### src/rtl/vga_timing_pkg.sv
// Default VGA 640x480 timing, coordinate type and sync decode helper.
// Shared by the raster generator and its per-axis counters.
package vga_timing_pkg;

  localparam int DEF_H_DISPLAY = 640;
  localparam int DEF_H_FRONT   = 16;
  localparam int DEF_H_SYNC    = 96;
  localparam int DEF_H_BACK    = 48;
  localparam int DEF_V_DISPLAY = 480;
  localparam int DEF_V_FRONT   = 10;
  localparam int DEF_V_SYNC    = 2;
  localparam int DEF_V_BACK    = 33;

  localparam int DEF_H_TOTAL =
    DEF_H_DISPLAY + DEF_H_FRONT + DEF_H_SYNC + DEF_H_BACK;
  localparam int DEF_V_TOTAL =
    DEF_V_DISPLAY + DEF_V_FRONT + DEF_V_SYNC + DEF_V_BACK;

  typedef logic [9:0] coord_t;

  function automatic logic sync_active(
    input coord_t      pos,
    input int unsigned start,
    input int unsigned width
  );
    int unsigned p;
    p = 32'(pos);
    return (p >= start) && (p < start + width);
  endfunction

endpackage

### src/rtl/vga_axis_counter.sv
// One raster axis: position counter with registered sync/visible decode.
// Decode is taken from the next position so it lines up with pos.
module vga_axis_counter
  import vga_timing_pkg::*;
#(
  parameter int TOTAL      = DEF_H_TOTAL,
  parameter int SYNC_START = DEF_H_DISPLAY + DEF_H_FRONT,
  parameter int SYNC_WIDTH = DEF_H_SYNC,
  parameter int DISPLAY    = DEF_H_DISPLAY
) (
  input  logic       clk,
  input  logic       rst,
  input  logic       adv,
  output logic [9:0] pos,
  output logic       wrap,
  output logic       sync_act,
  output logic       visible
);

  localparam coord_t LAST = coord_t'(TOTAL - 1);

  coord_t pos_nxt;

  assign wrap    = (pos == LAST);
  assign pos_nxt = wrap ? '0 : pos + coord_t'(1);

  always_ff @(posedge clk) begin
    if (rst) begin
      pos      <= LAST;
      sync_act <= sync_active(LAST, SYNC_START, SYNC_WIDTH);
      visible  <= (32'(LAST) < DISPLAY);
    end else if (adv) begin
      pos      <= pos_nxt;
      sync_act <= sync_active(pos_nxt, SYNC_START, SYNC_WIDTH);
      visible  <= (32'(pos_nxt) < DISPLAY);
    end
  end

endmodule

### src/rtl/vga_sync_gen.sv
// Free-running VGA raster timing: syncs, display_on, coords, strobes.
// Define VGA_FRAME_CNT_EN to add the 8-bit frame_cnt output.
module vga_sync_gen
  import vga_timing_pkg::*;
#(
  parameter int H_DISPLAY = DEF_H_DISPLAY,
  parameter int H_FRONT   = DEF_H_FRONT,
  parameter int H_SYNC    = DEF_H_SYNC,
  parameter int H_BACK    = DEF_H_BACK,
  parameter int V_DISPLAY = DEF_V_DISPLAY,
  parameter int V_FRONT   = DEF_V_FRONT,
  parameter int V_SYNC    = DEF_V_SYNC,
  parameter int V_BACK    = DEF_V_BACK,
  parameter bit SYNC_POL  = 1'b0
) (
  input  logic       clk,
  input  logic       rst,
  input  logic       pix_en,
  output logic       hsync,
  output logic       vsync,
  output logic       display_on,
  output logic [9:0] hpos,
  output logic [9:0] vpos,
  output logic       line_start,
  output logic       frame_start
`ifdef VGA_FRAME_CNT_EN
  ,
  output logic [7:0] frame_cnt
`endif
);

  localparam int H_TOTAL = H_DISPLAY + H_FRONT + H_SYNC + H_BACK;
  localparam int V_TOTAL = V_DISPLAY + V_FRONT + V_SYNC + V_BACK;

  if (H_TOTAL > 1024 || V_TOTAL > 1024) begin : g_bad_total
    $error("vga_sync_gen: H_TOTAL/V_TOTAL must not exceed 1024");
  end

  logic h_wrap, h_sync, h_vis;
  logic v_wrap, v_sync, v_vis;
  logic v_adv;

  assign v_adv = pix_en & h_wrap;

  vga_axis_counter #(
    .TOTAL     (H_TOTAL),
    .SYNC_START(H_DISPLAY + H_FRONT),
    .SYNC_WIDTH(H_SYNC),
    .DISPLAY   (H_DISPLAY)
  ) u_h (
    .clk     (clk),
    .rst     (rst),
    .adv     (pix_en),
    .pos     (hpos),
    .wrap    (h_wrap),
    .sync_act(h_sync),
    .visible (h_vis)
  );

  vga_axis_counter #(
    .TOTAL     (V_TOTAL),
    .SYNC_START(V_DISPLAY + V_FRONT),
    .SYNC_WIDTH(V_SYNC),
    .DISPLAY   (V_DISPLAY)
  ) u_v (
    .clk     (clk),
    .rst     (rst),
    .adv     (v_adv),
    .pos     (vpos),
    .wrap    (v_wrap),
    .sync_act(v_sync),
    .visible (v_vis)
  );

  assign hsync      = h_sync ^ ~SYNC_POL;
  assign vsync      = v_sync ^ ~SYNC_POL;
  assign display_on = h_vis & v_vis;

  // strobes mark the cycle the counters show the freshly wrapped value
  always_ff @(posedge clk) begin
    if (rst) begin
      line_start  <= 1'b0;
      frame_start <= 1'b0;
    end else begin
      line_start  <= v_adv;
      frame_start <= v_adv & v_wrap;
    end
  end

`ifdef VGA_FRAME_CNT_EN
  always_ff @(posedge clk) begin
    if (rst) begin
      frame_cnt <= '0;
    end else if (v_adv & v_wrap) begin
      frame_cnt <= frame_cnt + 8'd1;
    end
  end
`endif

endmodule

### config.mk
export PLATFORM = sky130hd
export DESIGN_NAME = vga_sync_gen
export DESIGN_NICKNAME = d
export VERILOG_FILES = /design/src/rtl/vga_timing_pkg.sv /design/src/rtl/vga_axis_counter.sv /design/src/rtl/vga_sync_gen.sv
export SDC_FILE = /design/constraint.sdc
export NUM_CORES = 1
export LEC_CHECK = 0
export CORE_ASPECT_RATIO = 0.9
export CORE_UTILIZATION = 50
export DETAILED_ROUTE_END_ITERATION = 16
export PLACE_DENSITY = 0.86
export SETUP_SLACK_MARGIN = 0.3
export SLEW_MARGIN = 20
export SYNTH_ARGS = -nofsm -noshare
export SYNTH_HDL_FRONTEND = slang
export SYNTH_HIERARCHICAL = 1
export SYNTH_SLANG_ARGS = --single-unit
### constraint.sdc
create_clock -name clk -period 2.8 [get_ports clk]
set_clock_uncertainty 0.2 [all_clocks]
set_input_delay 0.28 -clock clk [delete_from_list [all_inputs] [get_ports clk]]
set_output_delay 0.28 -clock clk [all_outputs]
set_load 0.03 [all_outputs]
After elaboration in Yosys (flattened, before gate mapping)
Cells that the tools add are included.
{"block": "op_classes", "bitwise_logic": 5, "mux": 2, "eq_ne": 2, "addsub": 2, "reduce_logical": 2, "magnitude_cmp": 6}
{"cell": "$add 10x1->10 const B", "n": 2}
{"cell": "$eq 10x10->1 const B", "n": 2}
{"cell": "$lt 10x10->1 const B", "n": 2}
{"cell": "$lt 10x9->1 const B", "n": 2}
{"cell": "$mux 10", "n": 2}
{"cell": "$ge 10x10->1 const B", "n": 1}
{"cell": "$ge 10x9->1 const B", "n": 1}
{"cell": "$and 1x1->1", "n": 3}
{"cell": "$logic_and 1x1->1", "n": 2}
{"cell": "$not 1->1", "n": 2}
{"block": "totals", "inputBits": 3, "out_inout_bits": 25, "ff_bits": 26, "elab_cells": 27}

Longest topological paths before layout
{"block": "logic_depth", "ltp_word": 4, "mapped_depth": 9, "depth_no_buf": 9}

By module
Netlist, hierarchy kept.
{"mod": "vga_axis_counter at u_v", "cells_each": 92, "seq_area_each_um2": 240.2, "instances": 1, "area_each_um2": 767.0}
{"mod": "vga_axis_counter at u_h", "cells_each": 89, "seq_area_each_um2": 240.2, "instances": 1, "area_each_um2": 718.2}
{"mod": "vga_sync_gen", "cells_each": 8, "seq_area_each_um2": 40.0, "instances": 1, "area_each_um2": 80.1}

Worst setup path after synthesis
No wires, ideal clock.
{"block": "synth_timing", "path_type": "register to register", "start": "register u_h.pos[0]", "end": "register u_v.sync_act", "t_arrival_ns": 2.274, "slack_ns": 0.234, "stages_incl_launch_ff": 9, "required_ns": 2.508, "path_buffers": 0, "period_less_slack_ns": 2.566, "setup_ns": 0.092, "cell_sequence": "dfxtp_1 -> ha_1 -> and4_1 -> nand4_1 -> inv_2 -> and2_1 -> o211ai_1 -> or4_1 -> o32ai_1"}
{"block": "synth_between", "elab_chain_cells": 2}
{"element": "start, declared", "line": "vga_axis_counter.sv:14", "source": "output logic [9:0] pos,"}
{"element": "start signal, assigned", "line": "vga_axis_counter.sv:33", "source": "pos <= pos_nxt;"}
{"element": "$eq 10x10->1", "line": "vga_axis_counter.sv:24", "source": "assign wrap = (pos == LAST);"}
{"element": "net h_wrap", "line": "vga_sync_gen.sv:39", "source": "logic h_wrap, h_sync, h_vis;"}
{"element": "$and 1x1->1", "line": "vga_sync_gen.sv:43", "source": "assign v_adv = pix_en & h_wrap;"}
{"element": "net v_adv", "line": "vga_sync_gen.sv:41", "source": "logic v_adv;"}
{"element": "end signal, assigned", "line": "vga_axis_counter.sv:30", "source": "sync_act <= sync_active(LAST, SYNC_START, SYNC_WIDTH);"}
{"element": "end signal, assigned", "line": "vga_axis_counter.sv:34", "source": "sync_act <= sync_active(pos_nxt, SYNC_START, SYNC_WIDTH);"}
{"element": "end, declared", "line": "vga_axis_counter.sv:16", "source": "output logic sync_act,"}
The timed path passes the listed nets, and every way through them passes these cells.
A chain may end at the register's enable or synchronous reset.

Worst setup path in the final report
{"block": "layout_timing", "start": "register u_h.pos[1]", "end": "register u_v.sync_act"}
Same word-level chain as after synthesis.

==> flow_metrics.env <==
export IMPL_cp_max_fo=8
export IMPL_path_class="reg2reg"
export IMPL_synth_yosys_seq_area_share_pct=33.3
export IMPL_required_ns=2.85
export IMPL_ys_warn_count=6
export IMPL_place_gp_congestion=0.876
export IMPL_die_area_um2=3360
export IMPL_die_w_um=61.0
export IMPL_io_buffers=27
export IMPL_cts_tree="yes"
export IMPL_hold_viol_final=0
export IMPL_fin_crit_ns=2.33
export IMPL_antenna_found_initial=0
export IMPL_synthesis_instances=189
export IMPL_drive_gt1_share_pct=10.4
export IMPL_max_vdd_ir_drop_mv=0.366
export IMPL_maxCapViolCount=0
export IMPL_synthTopCellsByArea="dfxtp_1 (33%), ha_1 (4.0%), a21oi_1 (3.8%), nor2_1 (3.6%), xnor2_1 (3.4%)"
export IMPL_total_power_uw=880
export IMPL_row_count=18
export IMPL_syn_area_um2=1570
export IMPL_synth_top_area_cell="dfxtp_1"
export IMPL_yosysTopAreaCellShare_pct=33.3
export IMPL_clk_latency_ns=0.32
export IMPL_core_area_um2=2860
export IMPL_grt_usage_pct=24.5
export IMPL_grt_ovfl_total=0
export IMPL_wl_um=3690
export IMPL_first_global_vias=1279
export IMPL_vias=1483
export IMPL_avgSynthCellArea_um2=8.28
export IMPL_timing_slew_headroom_pct=72.7
export IMPL_final_max_slew_viol_count=0
export IMPL_rsz0062_at_grt="no"
export IMPL_endpoint_kind="register"
export IMPL_tns_ns=0
export IMPL_cts_buffers=3
export IMPL_ant_nets=0
export IMPL_synthesis_nets=197
export IMPL_path_clk_slew_ns=0.13
export IMPL_fmax_mhz=429
export IMPL_synthArstFlopShare_pct=0
export IMPL_grt_max_degree=14
export IMPL_final_nets=221
export IMPL_grt_pass1_wl_um=6070
export IMPL_critPathLaunchType="register"
export IMPL_io_pins=28
export IMPL_p_leak_nw=0.681
export IMPL_cp_arrival_ns=2.38
export IMPL_die_h_um=55.1
export IMPL_synthMostInstantiatedCell="dfxtp_1"
export IMPL_hold_path_class="reg2reg"
export IMPL_cts_sinks=26
export IMPL_synth_cell_types=55
export IMPL_worst_pin_slew_ns=0.409
export IMPL_antenna_diode_count=0
export IMPL_h_tree_depth=1
export IMPL_status="completed"
export IMPL_netlist_top_cells_count="dfxtp_1 (26), nor2_1 (15), a21oi_1 (12), nand2_1 (12), inv_1 (11)"
export IMPL_viasPerCell=5.91
export IMPL_avgRoutedWirePerCell_um=14.7
export IMPL_dr_pass1_iters=4
export IMPL_drt_initial_drc_count=79
export IMPL_hpwl_um=2640
export IMPL_powerDensity_nw_per_um2=464
export IMPL_finalSetupViolations=0
export IMPL_synth_main_ff_cell="dfxtp_1"
export IMPL_clk_path_buf_depth=2
export IMPL_clock_root_buffer="clkbuf_4"
export IMPL_syn2layout_area_growth_pct=21.1
export IMPL_ys_seq_elements=26
export IMPL_start_util_pct=54.7
export IMPL_layout_worst_path_cycle_share_pct=83.3
export IMPL_synth_edf_count=0
export IMPL_drc=0
per-layer routing:
layer	vias up	part of all wire (%)	track usage, %
li1	733	-	-
met1	698	47	33.5
met2	48	47	39.9
met3	4	6.0	5.12
met4	0	0.70	5.68
met5	-	0	0
critical path, cell delays in order (launching register included):
cell,delay [ns]
dfxtp_2,0.43
ha_4,0.19
and4_2,0.29
nand4_1,0.15
inv_2,0.13
and2_4,0.21
o211ai_1,0.09
or4_1,0.46
o32ai_1,0.11
logic make-up (layout without fill, tap and decap cells):
| kind of cell | count (synthesis) | count (layout) | synth area share [%] |
|---|---|---|---|
| xor+xnor | 9 | 9 | 5.04 |
| buf+inv | 24 | 46 | 6.95 |
| mux | 3 | 3 | 1.92 |
| fa+ha+maj | 5 | 5 | 4.00 |
| flops | 26 | 26 | 33.3 |
| simple gates | 75 | 75 | 27.8 |
| compound gates | 47 | 47 | 21.0 |
registers in the layout (all words and copies together) (netlist names):
| signal | cells |
|---|---|
| u_h/pos | 10 |
| u_v/sync_act | 1 |
| u_v/pos | 10 |
| u_h/sync_act | 1 |
| u_v/visible | 1 |
| u_h/visible | 1 |
| line_start | 1 |
| frame_start | 1 |
final timing paths:
path / endpoint / slack, ns / depth (start not counted) / start
worst min register to register: u_v/visible / 0.28 / 2 / u_v/visible
worst min-delay path: u_v/visible / 0.28 / 2 / u_v/visible
worst max register to register: u_v/sync_act / 0.47 / 8 / u_h/pos[1]
worst max-delay path: u_v/sync_act / 0.47 / 8 / u_h/pos[1]
cells in the final DEF, fill, tap and decap left out, drive strengths merged, types with 4 or more instances in the layout:
| master | netlist | layout |
|---|---|---|
| nand3 | 7 | 7 |
| and3 | 6 | 6 |
| inv | 12 | 12 |
| a21oi | 12 | 12 |
| clkdlybuf4s50 | 0 | 27 |
| nand4 | 4 | 4 |
| nor2 | 16 | 16 |
| o21ai | 10 | 10 |
| buf | 4 | 4 |
| xnor2 | 6 | 6 |
| ha | 5 | 5 |
| nand2 | 13 | 13 |
| o211ai | 5 | 5 |
| dfxtp | 26 | 26 |
| nor3 | 4 | 4 |
power by group:
group          internal, mW  total [mW]  switching, mW
Combinational         0.117       0.278          0.161
Sequential            0.397       0.444         0.0468
Clock                0.0506       0.159          0.108
what timing repair did:
action                                 CTS  global route
resized for setup                        2             4
gates cloned                             0             0
setup endpoints to repair                4             4
hold buffers                             0             0
endpoints found under the hold margin    0             0
setup buffers                            0             0
stage by stage:
| stage | util [%] | cells | area (um2) | setup slack [ns] | hold slack (ns) |
|---|---|---|---|---|---|
| 3_3_place_gp | 64.8 | 248 | 1850 | 0.319 | 0.259 |
| 2_1_floorplan | - | 189 | 1570 | 0.402 | 0.179 |
| 3_5_place_dp | 64.8 | 248 | 1850 | 0.219 | 0.267 |
| 6_report | 66.3 | 251 | 1900 | 0.467 | 0.285 |
| 5_1_grt | 66.3 | 251 | 1900 | 0.335 | 0.326 |
| 4_1_cts | 65.7 | 251 | 1880 | 0.325 | 0.285 |
final cells by class:
class / instances / area [um2]
repair buffers: 31 / 300
flip-flops and latches: 26 / 526
inverters: 12 / 45.0
well taps: 40 / 50.0
fillers: 250 / 965
clock buffers: 3 / 22.5
multi-input cells: 139 / 952
(Power assumes the default switching activity.)
